--- src/rtl/seq_mult_pkg.sv ---
// Shared types and derived-width helper for the sequential shift-add multiplier.
package seq_mult_pkg;

    typedef enum logic [1:0] {
        IDLE,
        BUSY,
        DONE
    } state_t;

    function automatic int cnt_width(input int width);
        return $clog2(width + 1);
    endfunction

endpackage

--- src/rtl/seq_mult_abs.sv ---
// Conditional two's-complement negate; gives |x| for operands and applies the product sign.
module seq_mult_abs #(
    parameter int W = 8
) (
    input  logic [W-1:0] x,
    input  logic         neg,
    output logic [W-1:0] y
);

    assign y = neg ? ((~x) + W'(1)) : x;

endmodule

--- src/rtl/seq_multiplier.sv ---
// Radix-2 shift-add multiplier with signed/unsigned mode and valid/ready handshakes.
module seq_multiplier
    import seq_mult_pkg::*;
#(
    parameter  int WIDTH = 8,
    localparam int CNT_W = cnt_width(WIDTH)
) (
    input  logic               clk,
    input  logic               rst_n,
    input  logic               in_valid,
    output logic               in_ready,
    input  logic [WIDTH-1:0]   a,
    input  logic [WIDTH-1:0]   b,
    input  logic               signed_mode,
    output logic               out_valid,
    input  logic               out_ready,
    output logic [2*WIDTH-1:0] p,
    output logic               busy
);

    state_t               state, state_next;
    logic [WIDTH-1:0]     mcand;
    logic [2*WIDTH-1:0]   acc, acc_next;
    logic                 neg;
    logic [CNT_W-1:0]     cnt;
    logic [WIDTH:0]       sum;
    logic [WIDTH-1:0]     a_mag, b_mag;
    logic [2*WIDTH-1:0]   p_fix;
    logic                 accept;
    logic                 last_iter;

    assign in_ready  = (state == IDLE);
    assign out_valid = (state == DONE);
    assign busy      = (state != IDLE);
    assign accept    = in_valid && in_ready;
    assign last_iter = (cnt == CNT_W'(WIDTH - 1));

    seq_mult_abs #(.W(WIDTH)) u_abs_a (
        .x   (a),
        .neg (signed_mode & a[WIDTH-1]),
        .y   (a_mag)
    );

    seq_mult_abs #(.W(WIDTH)) u_abs_b (
        .x   (b),
        .neg (signed_mode & b[WIDTH-1]),
        .y   (b_mag)
    );

    seq_mult_abs #(.W(2*WIDTH)) u_sign_fix (
        .x   (acc_next),
        .neg (neg),
        .y   (p_fix)
    );

    // Upper half accumulates with its carry; the multiplier bits drain out of the lower half.
    always_comb begin
        sum      = {1'b0, acc[2*WIDTH-1:WIDTH]} + (acc[0] ? {1'b0, mcand} : '0);
        acc_next = {sum, acc[WIDTH-1:1]};
    end

    always_comb begin
        state_next = state;
        case (state)
            IDLE:    if (accept)    state_next = BUSY;
            BUSY:    if (last_iter) state_next = DONE;
            DONE:    if (out_ready) state_next = IDLE;
            default:                state_next = IDLE;
        endcase
    end

    always_ff @(posedge clk or negedge rst_n) begin
        if (!rst_n) begin
            state <= IDLE;
            mcand <= '0;
            acc   <= '0;
            neg   <= 1'b0;
            cnt   <= '0;
            p     <= '0;
        end else begin
            state <= state_next;
            case (state)
                IDLE: begin
                    if (accept) begin
                        mcand <= a_mag;
                        acc   <= {{WIDTH{1'b0}}, b_mag};
                        neg   <= signed_mode & (a[WIDTH-1] ^ b[WIDTH-1]);
                        cnt   <= '0;
                    end
                end
                BUSY: begin
                    acc <= acc_next;
                    cnt <= cnt + CNT_W'(1);
                    if (last_iter) p <= p_fix;
                end
                default: ;
            endcase
        end
    end

endmodule

--- config.mk ---
export PLATFORM = sky130hd
export DESIGN_NAME = seq_multiplier
export DESIGN_NICKNAME = d
export VERILOG_FILES = /design/src/rtl/seq_mult_pkg.sv /design/src/rtl/seq_mult_abs.sv /design/src/rtl/seq_multiplier.sv
export SDC_FILE = /design/constraint.sdc
export NUM_CORES = 1
export LEC_CHECK = 0
export ABC_AREA = 1
export BUFFER_PORTS_ARGS = -buffer_cell sky130_fd_sc_hd__buf_4
export CAP_MARGIN = 15
export CORE_UTILIZATION = 24
export DETAILED_ROUTE_END_ITERATION = 8
export PLACE_DENSITY = 0.47
export SYNTH_ARGS = -nofsm -noshare
export SYNTH_HDL_FRONTEND = slang
export SYNTH_SLANG_ARGS = --single-unit
export TNS_END_PERCENT = 5
--- constraint.sdc ---
create_clock -name clk -period 2.6 [get_ports clk]
set_input_delay 0.52 -clock clk [delete_from_list [all_inputs] [get_ports clk]]
set_output_delay 0.52 -clock clk [all_outputs]
set_load 0.005 [all_outputs]
# Word-level counts from Yosys, hierarchy flattened
# Cells that the tools add are included.
dict set report op_classes {
  mul 0
  div_mod_pow 0
  bitwise_logic 7
  n_reduce_logical 8
  n_mux 12
  n_eq_ne 6
  n_shift 0
  n_addsub 5
  magnitude_cmp 0
}
# op count
set op_table {}
lappend op_table {{$mux 16} 2}
lappend op_table {{$pmux 16 s2} 1}
lappend op_table {{$mux 8} 3}
lappend op_table {{$add 16x1->16 const B} 1}
lappend op_table {{$add 8x1->8 const B} 2}
lappend op_table {{$not 16->16} 1}
lappend op_table {{$not 8->8} 2}
lappend op_table {{$add 8x8->9} 1}
lappend op_table {{$pmux 4 s2} 1}
lappend op_table {{$mux 2} 3}
lappend op_table {{$pmux 2 s3} 1}
lappend op_table {{$reduce_and 2->1} 3}
lappend op_table {{$add 4x1->4 const B} 1}
lappend op_table {{$eq 4x3->1 const B} 1}
lappend op_table {{$mux 4} 1}
lappend op_table {{$ne 2x1->1 const B} 2}
lappend op_table {{$reduce_bool 2->1} 2}
lappend op_table {{$and 1x1->1} 3}
lappend op_table {{$reduce_and 3->1} 1}
lappend op_table {{$eq 2x1->1 const B} 1}
lappend op_table {{$eq 2x2->1 const B} 1}
lappend op_table {{$logic_not 2->1} 1}
lappend op_table {{$ne 2x2->1 const B} 1}
lappend op_table {{$logic_and 1x1->1} 1}
lappend op_table {{$xor 1x1->1} 1}
dict set report totals {
  memories 0
  rom_bits 0
  latch_bits 0
  ramBits 0
  regBits 47
  elab_cells 44
}

# Longest topological paths before layout
# Gate-level depths: netlist (run 1).
dict set report depth {
  ltp_word 5
  depth_mapped 17
  depth_no_buf 16
}

# Modules after synthesis
# Synthesis (run 1) repeated with hierarchy kept, for this count alone.
dict set report unflattened {
  cells_unflattened 419
  hier_area_um2 3180.6
}
# mod cells_each area_each_um2 instances
set modules_own_cells {}
lappend modules_own_cells {seq_multiplier 252 2342.2 1}
lappend modules_own_cells {{seq_mult_abs (u_sign_fix)} 89 447.9 1}
lappend modules_own_cells {{seq_mult_abs (u_abs_a ...)} 39 195.2 2}

# Least setup slack after synthesis (run 1)
# No wires, ideal clock.
dict set report synth_timing {
  kind {reg-to-reg}
  start {register acc[0]}
  end {register p[15]}
  path_stages_with_launch 14
  synth_period_minus_slack_ps 2216
  path_slack_ps 384
  t_arrival_ps 2099
  required_time_ps 2483
  path_cell_list {dfrtp_1 -> clkbuf_1 -> nand2_1 -> inv_1 -> ha_1 -> fa_1 -> nor2_1 -> nand2_1 -> nor3_2 -> nand3_2 -> o21bai_2 -> nand3_1 -> nand3_1 -> nand2_1}
}
dict set report synth_via {
  elab_chain_len 5
}
# element line
set synth_rtl {}
lappend synth_rtl {{start, declared} seq_multiplier.sv:23} ;# logic [2*WIDTH-1:0] acc, acc_next;
lappend synth_rtl {{start signal, assigned} seq_multiplier.sv:86} ;# acc <= {{WIDTH{1'b0}}, b_mag};
lappend synth_rtl {{start signal, assigned} seq_multiplier.sv:92} ;# acc <= acc_next;
lappend synth_rtl {{$mux 8 *} seq_multiplier.sv:58} ;# sum = {1'b0, acc[2*WIDTH-1:WIDTH]} + (acc[0] ? {1'b0, mcand} : '0);
lappend synth_rtl {{$add 8x8->9 *} seq_multiplier.sv:58}
lappend synth_rtl {{$not 16->16} seq_mult_abs.sv:10} ;# assign y = neg ? ((~x) + W'(1)) : x;
lappend synth_rtl {{$add 16x1->16} seq_mult_abs.sv:10}
lappend synth_rtl {{$mux 16 *} seq_mult_abs.sv:10}
lappend synth_rtl {{end signal, assigned} seq_multiplier.sv:94} ;# if (last_iter) p <= p_fix;
lappend synth_rtl {{end, declared} seq_multiplier.sv:17} ;# output logic [2*WIDTH-1:0] p,
# Mark *: on every way between the ends. The rest lies on a longest branch, timed or not.
# A chain may end at the register's enable or synchronous reset.

# Worst setup path in the final report (run 1)
dict set report layout_timing {
  start {register acc[0]}
  end {register p[14]}
}
# Same word-level chain as after synthesis.

==> run summary, run 1 <==
Sequential elements use 41.2% of the synthesized area. For this run, the top clock speed supported by timing is 0.440 GHz. For the total global routing track utilization, the log shows 12.2%. Summing every instance area after synthesis gives 2850 um^2. The final number of setup-violating endpoints was 0. The detailed router placed 2421 vias in this run. By count the netlist is led by 102 x sky130_fd_sc_hd__nand2_1, 47 x sky130_fd_sc_hd__dfrtp_1, 42 x sky130_fd_sc_hd__inv_1. The area growth from synthesis to final layout was 23.3%; the final hold slack was 0.243 ns.

Routability-driven placement finished with a final weighted congestion of 0.782. The most repeated library cell on the critical path was sky130_fd_sc_hd__nand2_1. For this run, the share of the core covered by cells in the final layout is 30.6%. The number of different library cells in the post-synthesis netlist was 34. Ranked by total cell area, the synthesized netlist is headed by sky130_fd_sc_hd__dfrtp_1 41%, sky130_fd_sc_hd__nand2_1 13%, sky130_fd_sc_hd__o21ai_0 6.3%.

The run finished, with violations left. The number of pins with negative max-slew slack in the final report is 0. In this run the critical register-to-register path is captured at p[14]$_DFFE_PN0P_.

The worst path uses 87.5% of the clock period. The tools report the number of optimization iterations in the first detailed-route pass as 6. The min-delay analysis places its worst path in the category input port to async pin.

In this run, CTS created clock tree buffers numbering 5. The tools report the cell at the root of the clock tree as sky130_fd_sc_hd__clkbuf_16. The biggest area contributor in the post-synthesis netlist is sky130_fd_sc_hd__dfrtp_1.

The run gives 0.33 ns as the internal reg-to-reg setup slack. After detailed routing, the number of remaining DRC violations is 4. After the first detailed-routing iteration, the DRC count stood at 111. For this run, the number of Yosys warnings is 0.

The count of hold buffers inserted by post-cts repair was 0. The later pin in the worst-skew pair is clocked with a latency of 0.30 ns. The logs give 2.78 ns for the required time reported for the critical path endpoint and 0 for the number of hold violations in the final report.

For the final routed database, the setup TNS stands at 0 ns. The worst register-to-register path begins at acc[0]$_DFFE_PN0P_. After synthesis, the share of flip-flops with an asynchronous set or reset is 100%. After detailed routing, the average wire length per cell comes to 12.5 um. Headroom to the max-slew limit came out at 57.9%.

The setup clock skew after layout is 0.0118 ns. The floorplan has 39 rows. The cell with the most instances after synthesis is sky130_fd_sc_hd__nand2_1. The power density over the cells is 1210 nW/um^2, and the net count of the mapped netlist is 400. The checks that failed: design-rule violations. The clock period minus final worst setup slack works out to 2.27 ns.

TritonCTS built the clock tree. The initial antenna violation count was 0. The logs give 6.90 mm for the routed wire length and 0 for the remaining antenna violation count after routing. STA classifies the critical path endpoint as a flop. No sink is reached through more buffers than the 2 on the longest clock path.

The share of synthesized area in the top cell type comes to 41.2%. The worst stage delay on the critical path works out to 0.46 ns. The clock tree synthesis step divided the H-tree into 2 levels. The tools report the critical path arrival as 2.46 ns. The via count of the first global-routing pass is 2413, and the number of synthesized register bits is 47. Measured along the y axis, the die boundary spans 111 um. The horizontal die dimension was 111 um.

Clock transition at the register clock pins on the worst setup and hold paths after CTS: 0.07 ns. Maximum ir drop on the vdd rail: 0.350 mV. The slowest stage of the critical path is the sky130_fd_sc_hd__dfrtp_1 cell.

Yosys mapped a number of flops with a built-in enable equal to 0. The initial utilization of the core area, before any placement, comes to 24.8%. Number of gates resized after cts: 0. The clock net in this run drives a total of 47 sinks. The detailed placer's ending HPWL came out at 5.29 mm. The slew at the pin closest to its max-slew limit was 0.631 ns. The logs give 1.79 nW for the leakage power figure and 443 for the number of nets at the end of the flow. Setup repair after global routing left no endpoint under its margin.

0 antenna diodes ended up in the layout. For this design the top-level I/O count stands at 40. In this run the mean area of a mapped cell was 7.79 um^2.

The number of buffer cells added on primary ports was 39; the number of cells on the worst reg-to-reg path was 13. Synthesis produced 366 cells. Entering global routing, the biggest net connects 48 pins. The area of the core was 11500 um^2. The first global-routing pass estimated 11.9 mm of wire. The ratio of routed vias to standard cells came out at 4.38. The floorplan step defined a die boundary enclosing 12300 um^2. The highest net fanout along the worst path came out at 9.

Critical path class: flop to flop. The startpoint kind of the worst setup timing path is a flop. The run gives 0 as the number of max-cap violations. The critical path goes through nand2_1, inv_1, ha_1, fa_1, buf_4, nor3_2, nand2_1, nor2_1, nand3_1, nand2_1, nand2_1, nand3_1, nand2_1. For this run the aggregate overflow at the end of global routing stands at 0.

The post-CTS setup buffer count was 0. In the synthesized netlist the dominant register cell turns out to be sky130_fd_sc_hd__dfrtp_1. Cells with a size suffix above 1 make up 15.6% of the layout.
[cells in the final DEF (no fill, tap or decap)]
| master | instances |
|---|---|
| sky130_fd_sc_hd__a21oi_1 | 10 |
| sky130_fd_sc_hd__clkbuf_16 | 5 |
| sky130_fd_sc_hd__nand4_1 | 2 |
| sky130_fd_sc_hd__o221ai_1 | 3 |
| sky130_fd_sc_hd__and2_1 | 1 |
| sky130_fd_sc_hd__xnor2_1 | 7 |
| sky130_fd_sc_hd__o21ai_0 | 36 |
| sky130_fd_sc_hd__o21ai_2 | 1 |
| sky130_fd_sc_hd__inv_1 | 42 |
| sky130_fd_sc_hd__nor2_1 | 25 |
| sky130_fd_sc_hd__o21bai_2 | 1 |
| sky130_fd_sc_hd__clkinvlp_4 | 1 |
| sky130_fd_sc_hd__nor3_2 | 2 |
| sky130_fd_sc_hd__a32o_1 | 1 |
| sky130_fd_sc_hd__nand2_2 | 2 |
| sky130_fd_sc_hd__nand3b_1 | 5 |
| sky130_fd_sc_hd__ha_1 | 12 |
| sky130_fd_sc_hd__bufinv_16 | 2 |
| sky130_fd_sc_hd__a22oi_1 | 5 |
| sky130_fd_sc_hd__xor2_1 | 15 |
| sky130_fd_sc_hd__nor2_4 | 3 |
| sky130_fd_sc_hd__nand2_1 | 102 |
| sky130_fd_sc_hd__nand3_1 | 19 |
| sky130_fd_sc_hd__nand3_2 | 1 |
| sky130_fd_sc_hd__dfrtp_1 | 47 |
| sky130_fd_sc_hd__fa_1 | 1 |
| sky130_fd_sc_hd__o21ai_1 | 4 |
| sky130_fd_sc_hd__a22o_1 | 1 |
| sky130_fd_sc_hd__o211ai_1 | 2 |
| sky130_fd_sc_hd__nor3_1 | 1 |
| sky130_fd_sc_hd__buf_4 | 44 |
| sky130_fd_sc_hd__o22ai_1 | 1 |
| sky130_fd_sc_hd__a31oi_1 | 1 |
| sky130_fd_sc_hd__o31ai_1 | 3 |
| sky130_fd_sc_hd__inv_2 | 2 |
[worst max-delay path: cells and delay by family, from the launching register on]
kind,cells,cell delay [ns]
simple gates,9,0.84
fa+ha+maj,2,0.65
flops,1,0.46
buf+inv,2,0.21
[report_power, final]
| group | switching, mW | internal, mW |
|---|---|---|
| Combinational | 1.18 | 0.872 |
| Sequential | 0.292 | 1.06 |
| Clock | 0.298 | 0.551 |
[through the flow]
step	setup WS [ns]	instances	power, mW	area, um^2
global route	0.0639	553	4.70	3520
detailed placement	0.327	545	3.46	3330
floorplan	0.384	366	2.72	2850
CTS	0.314	553	4.32	3520
finish	0.325	553	4.26	3520
global placement	0.373	545	3.44	3330
[cell families after synthesis]
kind of cell	count (synthesis)	share of synthesized area (%)
fa+ha+maj	13	5.96
flops	47	41.2
simple gates	163	24.9
compound gates	69	14.1
buf+inv	52	7.06
xor+xnor	22	6.75
[metal layers]
layer | GRT usage (%) | share of wire (%)
met1 | 17.4 | 52
met2 | 18.8 | 42
met3 | 1.86 | 4.5
met4 | 4.32 | 1.4
met5 | 0 | 0
[sequential cells by signal, indices dropped and copies added, names as in the netlist]
signal  count
acc        16
p          16
mcand       8
cnt         4
state       2
neg         1
[area by class of cell]
| class | instances | area [um^2] |
|---|---|---|
| timing repair buffer | 44 | 330 |
| clock buffer | 5 | 125 |
| multi-input combinational | 267 | 1480 |
| sequential | 47 | 1180 |
| tap | 143 | 179 |
| clock inverter | 3 | 67.6 |
| inverter | 44 | 165 |
| fill | 1269 | 8000 |
[how the worst max path moves through the flow]
stage | startpoint | to | slack [ns] | cells past startpoint
3_5_place_dp | acc[0]$_DFFE_PN0P_ | p[14]$_DFFE_PN0P_ | 0.33 | 13
5_1_grt | acc[0]$_DFFE_PN0P_ | p[15]$_DFFE_PN0P_ | 0.06 | 12
4_1_cts | acc[0]$_DFFE_PN0P_ | p[14]$_DFFE_PN0P_ | 0.31 | 13
6_report | acc[0]$_DFFE_PN0P_ | p[14]$_DFFE_PN0P_ | 0.33 | 13
2_1_floorplan | acc[0]$_DFFE_PN0P_ | p[15]$_DFFE_PN0P_ | 0.38 | 13
3_3_place_gp | acc[0]$_DFFE_PN0P_ | p[14]$_DFFE_PN0P_ | 0.37 | 13
(Power assumes the default switching activity.)
==> inputs of run 2 (changes only) <==
--- a/config.mk
+++ b/config.mk
@@ -9,6 +9,7 @@
 export BUFFER_PORTS_ARGS = -buffer_cell sky130_fd_sc_hd__buf_4
 export CAP_MARGIN = 15
 export CORE_UTILIZATION = 24
+export CTS_CLUSTER_DIAMETER = 80
 export DETAILED_ROUTE_END_ITERATION = 8
 export PLACE_DENSITY = 0.47
 export SYNTH_ARGS = -nofsm -noshare
==> constraint.sdc (replaced) <==
create_clock -name clk -period 2.9 [get_ports clk]
set_input_delay 0.58 -clock clk [delete_from_list [all_inputs] [get_ports clk]]
set_output_delay 0.58 -clock clk [all_outputs]
set_load 0.005 [all_outputs]
==> run summary, run 2 (synthesis gave the netlist of run 1 again) <==
TritonCTS built the clock tree. The vertical die dimension is 111 um (unchanged). The clock period minus final worst setup slack is 2.38 ns (+0.102 ns). The tree is rooted in a sky130_fd_sc_hd__clkbuf_16. The worst stage delay on the critical path was 0.46 ns (about the same). The run gives 0 (unchanged) as the global-route congestion overflow total.

The run gives 0 (unchanged) as the final number of setup-violating endpoints. The run gives 0 (unchanged) as the number of pins with negative max-slew slack in the final report. The slew at the pin closest to its max-slew limit was 0.621 ns (-0.00972 ns); the internal reg-to-reg setup slack was 0.52 ns (+0.20 ns). The most repeated library cell on the critical path was sky130_fd_sc_hd__nand2_1. The design internal power is 2.01 mW (-19%). The logs give 40 (unchanged) for the I/O pin count and 2.55 ns (+0.09 ns) for the critical path arrival.

The number of cells on the worst reg-to-reg path was 12 (-1); the starting density of the core was 24.8% (unchanged). The pin count of the biggest net entering global routing is 48 (unchanged). The min-delay analysis places its worst path in the category input port to async pin. The flow ran to the end, but the final reports show violations.

The number of sinks driven by the clock tree is 47 (unchanged), and the count of hold buffers inserted by post-cts repair is 0 (unchanged). The tools report the relative contribution of sequential cells to total power as 34.4% (+2.6 points). The detailed-route via count was 2437 (+0.66%). The worst setup path is captured at a flop.

The die area is 12300 um^2 (unchanged). The detailed placer's ending HPWL was 5.25 mm (-0.71%); the share of post-route cells with drive strength above 1 was 14.8% (-0.83 points). The average wire length per cell after detail routing was 12.5 um (-0.18%); the fraction of power consumed by the clock network was 15.6% (-4.3 points).

The sequential cell area came out at 1180 um^2 (unchanged). The horizontal die dimension came out at 111 um (unchanged). Setup repair after global routing left no endpoint under its margin. Routed wire length: 6.84 mm (-0.90%). The area of the core is 11500 um^2 (unchanged). The final estimated routing congestion in global placement is 0.754 (-3.7%), and the area growth from synthesis to final layout is 20.7%.

The highest net fanout along the worst path is 9 (unchanged). The number of diodes was 0 (unchanged). The period utilization works out to 82.0% (-5.5 points). The setup clock skew after layout is 0.00788 ns (-0.00388 ns). The tools report the area of combinational cells with multiple inputs as 1480 um^2 (unchanged).

The run gives 0 (unchanged) as the post-CTS setup buffer count. The total negative slack for setup checks came out at 0 ns (unchanged). The leading cell type in the layout, fill and taps excluded is sky130_fd_sc_hd__nand2_1.

The tools report the utilization of the core after routing as 29.9% (-0.66 points). The capturing point of the worst reg2reg path is p[14]$_DFFE_PN0P_. The number of DRC markers in iteration 0 was 93 (-16%); the number of buffers created by CTS was 5 (unchanged). The fraction of power consumed by combinational cells was 50.0% (+1.7 points); the switching power was 1.54 mW (-13%). The number of nets at the end of the flow was 440 (-0.68%). The tools report the CTS H-tree depth as 2 (unchanged).

The startpoint identified for the worst register-to-register timing path is acc[0]$_DFFE_PN0P_. The critical path starts at acc[0]$_DFFE_PN0P_. The tools report the maximum ir drop on the vdd rail as 0.430 mV (+23%). The startpoint kind of the worst setup timing path is a flop. For this design, the slowest cell found on the critical path is sky130_fd_sc_hd__dfrtp_1. The number of buffer cells added on primary ports works out to 39 (unchanged). The tools report the final hold slack as 0.306 ns (+0.0634 ns). Row count: 39 (unchanged). The clock network latency to the later pin of the worst-skew pair is 0.29 ns (about the same), and the via count of the first global-routing pass is 2396 (-0.70%). The ratio of routed vias to standard cells works out to 4.44 (+1.4%). The number of hold violations in the final report is 0 (unchanged), and the clock transition at the register clock pins on the worst setup and hold paths after CTS is 0.07 ns (about the same).

The maximum root-to-sink buffer count came out at 2 (unchanged). The leakage power figure came out at 1.75 nW (-2.0%). The library cells used most frequently in the layout, excluding fill and tap cells, are 102 x sky130_fd_sc_hd__nand2_1, 47 x sky130_fd_sc_hd__dfrtp_1, 42 x sky130_fd_sc_hd__inv_1, 41 x sky130_fd_sc_hd__buf_4, 36 x sky130_fd_sc_hd__o21ai_0. The total global routing track utilization was 12.0% (-0.20 points). For the initial antenna violation count, the log shows 0 (unchanged). In the final layout, the registers with the most flip-flops are acc (16), p (16), mcand (8).

For the relative slew slack, the log shows 58.6% (+0.65 points). The tools report the post-layout total power as 3.55 mW (-17%). The checks that failed: design-rule violations.

Fill cell instance count of the final layout: 1276 (+0.55%). The number of optimization iterations in the first detailed-route pass is 6 (unchanged). For the number of remaining DRC errors, the log shows 4 (unchanged). The remaining antenna violation count after routing came out at 0 (unchanged). Switching share of power: 43.5% (+1.9 points).

The critical path goes through nand2_1, inv_1, ha_1, fa_1, xnor2_1, nand2_1, nor2_1, nand3_1, nand2_1, nand2_1, nand3_1, nand2_1. The global-route wire length before repair came out at 11.8 mm (-1.0%). The logs give 0.421 GHz (-4.3%) for the maximum clock frequency and 0 (unchanged) for the number of max-cap violations. In this run the worst setup path terminates at p[14]$_DFFE_PN0P_. The required time reported for the critical path endpoint came out at 3.08 ns (+0.30 ns). The power density over the cells was 1030 nW/um^2 (-15%); the number of gates resized after cts was 0 (unchanged). The critical path class was flop to flop.
[run 2: cell types whose count changed in the layout (fill, tap and decap cells not counted), sizes merged]
cell,delta
buf,-3
bufinv,-2
clkinvlp,-1
clkinv,+2
[run 2: worst min-delay path by stage]
stage / startpoint / endpoint / slack, ns / cells past startpoint
6_report: rst_n / acc[11]$_DFFE_PN0P_ / 0.31 / 1
5_1_grt: rst_n / acc[11]$_DFFE_PN0P_ / 0.37 / 1
4_1_cts: rst_n / mcand[5]$_DFFE_PN0P_ / 0.35 / 1
3_5_place_dp: p[13]$_DFFE_PN0P_ / p[13]$_DFFE_PN0P_ / 0.47 / 2
3_3_place_gp: p[10]$_DFFE_PN0P_ / p[10]$_DFFE_PN0P_ / 0.47 / 2
2_1_floorplan: rst_n / acc[0]$_DFFE_PN0P_ / 0.28 / 0
[run 2: critical path, delay by kind of cell (launching register included)]
| kind | cells | cell delay [ns] |
|---|---|---|
| AND/OR/NAND/NOR | 8 | 0.71 |
| adder cells (fa/ha/maj) | 2 | 0.62 |
| flip-flops | 1 | 0.46 |
| XOR/XNOR | 1 | 0.43 |
| buffers and inverters | 1 | 0.04 |
[run 2: power by group through the flow]
stage	clock (mW)	combinational, mW	sequential, mW
floorplan	0	1.29	1.15
global placement	0	1.80	1.23
detailed placement	0	1.81	1.23
CTS	0.577	1.81	1.22
global route	0.603	2.06	1.27
finish	0.553	1.77	1.22
[run 2: layout make-up]
type                       instances  area share (%)
sequential                        47            34.2
tap                              143            5.20
clock buffer                       5            3.64
inverter                          44            4.80
clock inverter                     2           0.400
multi-input combinational        267            42.9
timing repair buffer              41            8.94
[run 2: per-stage QoR]
step                      setup WS [ns]  area [um^2]  cells
final                             0.523         3440    549
after global routing              0.299         3440    549
after CTS                         0.506         3440    549
after detailed placement          0.538         3300    542
after global placement            0.579         3300    542
after floorplan                   0.684         2850    366
[run 2: metal layers]
layer	wire, um	global-route usage [%]	vias to the layer above	part of all wire, %
li1	-	-	1273	-
met1	3520	16.9	1110	51
met5	0	0	-	0
met2	2980	18.6	50	44
met3	264	2.08	4	3.9
met4	78	4.05	0	1.1
==> inputs of run 3 (changes only) <==
--- a/config.mk
+++ b/config.mk
@@ -5,7 +5,7 @@
 export SDC_FILE = /design/constraint.sdc
 export NUM_CORES = 1
 export LEC_CHECK = 0
-export ABC_AREA = 1
+export ABC_AREA = 0
 export BUFFER_PORTS_ARGS = -buffer_cell sky130_fd_sc_hd__buf_4
 export CAP_MARGIN = 15
 export CORE_UTILIZATION = 24
==> constraint.sdc (replaced) <==
create_clock -name clk -period 2.3 [get_ports clk]
set_input_delay 0.46 -clock clk [delete_from_list [all_inputs] [get_ports clk]]
set_output_delay 0.46 -clock clk [all_outputs]
set_load 0.005 [all_outputs]
==> run summary, run 3 <==
The run finished, with violations left. The final reports fail on negative setup slack. The global-route congestion overflow total was 0 (unchanged). In the synthesized netlist, the cells that appear most often are 47 x sky130_fd_sc_hd__dfrtp_1, 44 x sky130_fd_sc_hd__nand2_1, 32 x sky130_fd_sc_hd__o21ai_0. Setup repair after global routing could not meet its margin everywhere. The yosys synthesis warning count came out at 0 (unchanged).

For the I/O pin count, the log shows 40 (unchanged). In the final layout, the registers with the most flip-flops are acc (16), p (16), mcand (8). Compared with the post-synthesis result, the final layout area differs by 39.4%. Clock transition at the register clock pins on the worst setup and hold paths after CTS: 0.06 ns (about the same).

The number of instances in the synthesized netlist is 318 (-13%). The run gives 5 (unchanged) as the number of buffers created by CTS. By area the synthesized netlist is led by sky130_fd_sc_hd__dfrtp_1 42%, sky130_fd_sc_hd__nand2_1 5.9%, sky130_fd_sc_hd__o21ai_0 5.7%. The final number of setup-violating endpoints is 5 (+5). The number of remaining DRC errors is 0 (-4). The setup clock skew after layout was 0.00408 ns (-0.00380 ns). The mean cell area of the mapped netlist was 8.88 um^2 (+14%); the total global routing track utilization was 11.5% (-0.55 points). The share of post-route cells with drive strength above 1 is 30.5% (+16 points), and the fill cell instance count of the final layout is 1192 (-6.6%). The largest area contributor in the netlist was sky130_fd_sc_hd__dfrtp_1. The highest net fanout along the worst path was 2 (-7). The logs give 0.474 mV (+10%) for the maximum ir drop on the vdd rail and 352 (-12%) for the net count of the mapped netlist. The number of hold violations in the final report was 0 (unchanged). In the layout the commonest cells are 80 x sky130_fd_sc_hd__buf_4, 47 x sky130_fd_sc_hd__dfrtp_1, 44 x sky130_fd_sc_hd__nand2_1, 31 x sky130_fd_sc_hd__o21ai_0, 23 x sky130_fd_sc_hd__nor2_1. The starting density of the core was 24.7% (-0.051 points). The run gives 0.28 ns (about the same) as the clock network latency to the later pin of the worst-skew pair. The predominant post-synthesis flop cell was sky130_fd_sc_hd__dfrtp_1. The logs give 2.47 ns (-0.61 ns) for the required time reported for the critical path endpoint and 1.77 nW (+1.1%) for the leakage power figure. The average wire length per cell after detail routing was 13.4 um (+7.3%). The leading cell type in the layout, fill and taps excluded was sky130_fd_sc_hd__buf_4. The routed wire length was 7.13 mm (+4.2%); the clock period minus final worst setup slack was 2.46 ns (+0.0793 ns). The placed instance count was 522 (-3.7%); the vertical die dimension was 110 um (-0.52%).

The number of max-cap violations was 0 (unchanged). The horizontal die dimension is 110 um (-0.52%), and the number of optimization iterations in the first detailed-route pass is 4 (-2). The share of the yosys chip area belonging to registers was 41.7% (+0.44 points); the number of pins with negative max-slew slack in the final report was 0 (unchanged). For the relative slew slack, the log shows 59.2% (+0.64 points). The CTS H-tree depth came out at 2 (unchanged). Worst hold path class: input port to async pin. For the via count of the first global-routing pass, the log shows 2253 (-6.0%). For the pin count of the biggest net entering global routing, the log shows 48 (unchanged). The ratio of routed vias to standard cells was 4.45 (+0.30%); the row count was 39 (unchanged). The critical path arrival was 2.63 ns (+0.08 ns).

Share of the synthesized area in the top cell type: 41.7% (+0.44 points). The count of flip-flops with a built-in enable after synthesis is 0 (unchanged), and the remaining antenna violation count after routing is 0 (unchanged). The count of non-filler cells in the finished layout was 533 (-2.9%).

The area of combinational cells with multiple inputs came out at 1760 um^2 (+19%). TritonCTS built the clock tree. sky130_fd_sc_hd__dfrtp_1 is the most common cell in the netlist. The slack of the critical path was -0.156 ns (-0.679 ns). The fraction of synthesis flops using an asynchronous set or reset pin was 100% (unchanged). The root buffer cell chosen for the clock tree is sky130_fd_sc_hd__clkbuf_16.

Slew at the pin closest to its max-slew limit: 0.612 ns (-0.00958 ns). The detailed-route via count was 2373 (-2.6%). STA classifies the critical path startpoint as a flop.

The period utilization came out at 107% (+25 points). The global-route wire length before repair is 11.4 mm (-3.1%), and the die area is 12200 um^2 (-1.0%). The type of destination of the critical path is a flop. The logs give 1180 um^2 (unchanged) for the sequential cell area and 0.407 GHz (-3.2%) for the maximum clock frequency. The number of different library cells in the post-synthesis netlist is 42 (+24%), and the maximum root-to-sink buffer count is 2 (unchanged). The number of nets at the end of the flow came out at 423 (-3.9%). The number of buffer cells added on primary ports was 39 (unchanged); the final hold slack was 0.185 ns (-0.121 ns).

The logs give -0.16 ns (-0.68 ns) for the internal reg-to-reg setup slack and 48 (-48%) for the number of DRC markers in iteration 0. For the detailed placer's ending HPWL, the log shows 5.25 mm (about the same). The combined area of all synthesized cells came out at 2820 um^2 (-1.1%). The number of diodes came out at 0 (unchanged). The initial antenna violation count was 0 (unchanged); the power density over the cells was 1420 nW/um^2 (+38%). The number of sinks driven by the clock tree came out at 47 (unchanged). The number of synthesized register bits is 47 (unchanged), and the area of the core is 11400 um^2 (-0.85%). The setup path with the least slack is of type flop to flop. The run gives 0.772 (+2.4%) as the final estimated routing congestion in global placement.
[run 3: repair_timing]
item,in CTS,in global routing
pin swaps,2,6
setup buffers,0,3
endpoints found under the setup margin,6,8
gates resized for setup,5,22
hold buffers,0,0
[run 3: worst paths after layout]
check                                   start                   end  cells after the start
setup reg to reg           acc[1]$_DFFE_PN0P_     p[14]$_DFFE_PN0P_                      8
max in group asynchronous               rst_n  mcand[2]$_DFFE_PN0P_                      1
hold reg to reg             p[11]$_DFFE_PN0P_     p[11]$_DFFE_PN0P_                      2
hold / removal                          rst_n    acc[1]$_DFFE_PN0P_                      1
min in group clk                    out_ready  state[1]$_DFFE_PN0P_                      3
setup / recovery           acc[1]$_DFFE_PN0P_     p[14]$_DFFE_PN0P_                      8
[run 3: metrics by stage]
step                      power [mW]  worst slack (ns)  cell area [um^2]  TNS (ns)  utilization [%]
after floorplan                 3.12           -0.0676              2860    -0.122                -
after global placement          4.30            -0.134              3560    -0.458             31.2
after detailed placement        4.34            -0.156              3560    -0.581             31.2
after CTS                       5.35            -0.153              3770    -0.443             33.0
after global routing            6.06            -0.227              3940    -0.980             34.5
final                           5.60            -0.156              3940    -0.327             34.5
[run 3: metal layers]
| metal | vias to the layer above | part of all wire, % | global-route usage [%] |
|---|---|---|---|
| li1 | 1253 | - | - |
| met1 | 1073 | 52 | 17.2 |
| met2 | 43 | 44 | 16.7 |
| met3 | 4 | 3.1 | 2.03 |
| met4 | 0 | 0.91 | 3.20 |
| met5 | - | 0 | 0 |
[run 3: cell families after synthesis]
family	count (synthesis)	share of synthesized area, %
adders and majority gates	13	6.03
xor gates and xnor gates	31	9.89
buffers and inverters	25	3.32
muxes	4	1.42
AOI/OAI and AO/OA	84	18.7
DFF	47	41.7
and+or+nand+nor	114	19.0
[run 3: power breakdown]
part | switching, mW | internal (mW) | total [mW]
combinational | 1.62 | 1.56 | 3.17
clock | 0.309 | 0.624 | 0.932
sequential | 0.290 | 1.20 | 1.49
total | 2.22 | 3.38 | 5.60
[run 3: critical path, stage by stage, from the launching register on]
cell and delay, ns:
sky130_fd_sc_hd__dfrtp_1 0.39, sky130_fd_sc_hd__inv_2 0.09, sky130_fd_sc_hd__ha_4 0.13, sky130_fd_sc_hd__or3b_4 0.37, sky130_fd_sc_hd__or3_4 0.34, sky130_fd_sc_hd__or3_4 0.41, sky130_fd_sc_hd__o41ai_4 0.37, sky130_fd_sc_hd__xnor2_1 0.16
sky130_fd_sc_hd__o21ai_1 0.07
[run 3: cell type report]
class,count,area share [%]
Inverter,9,0.859
Clock buffer,6,3.28
Multi-Input combinational cell,246,44.6
Tap cell,143,4.55
Sequential cell,47,29.9
Timing Repair Buffer,80,15.3
Clock inverter,2,1.53
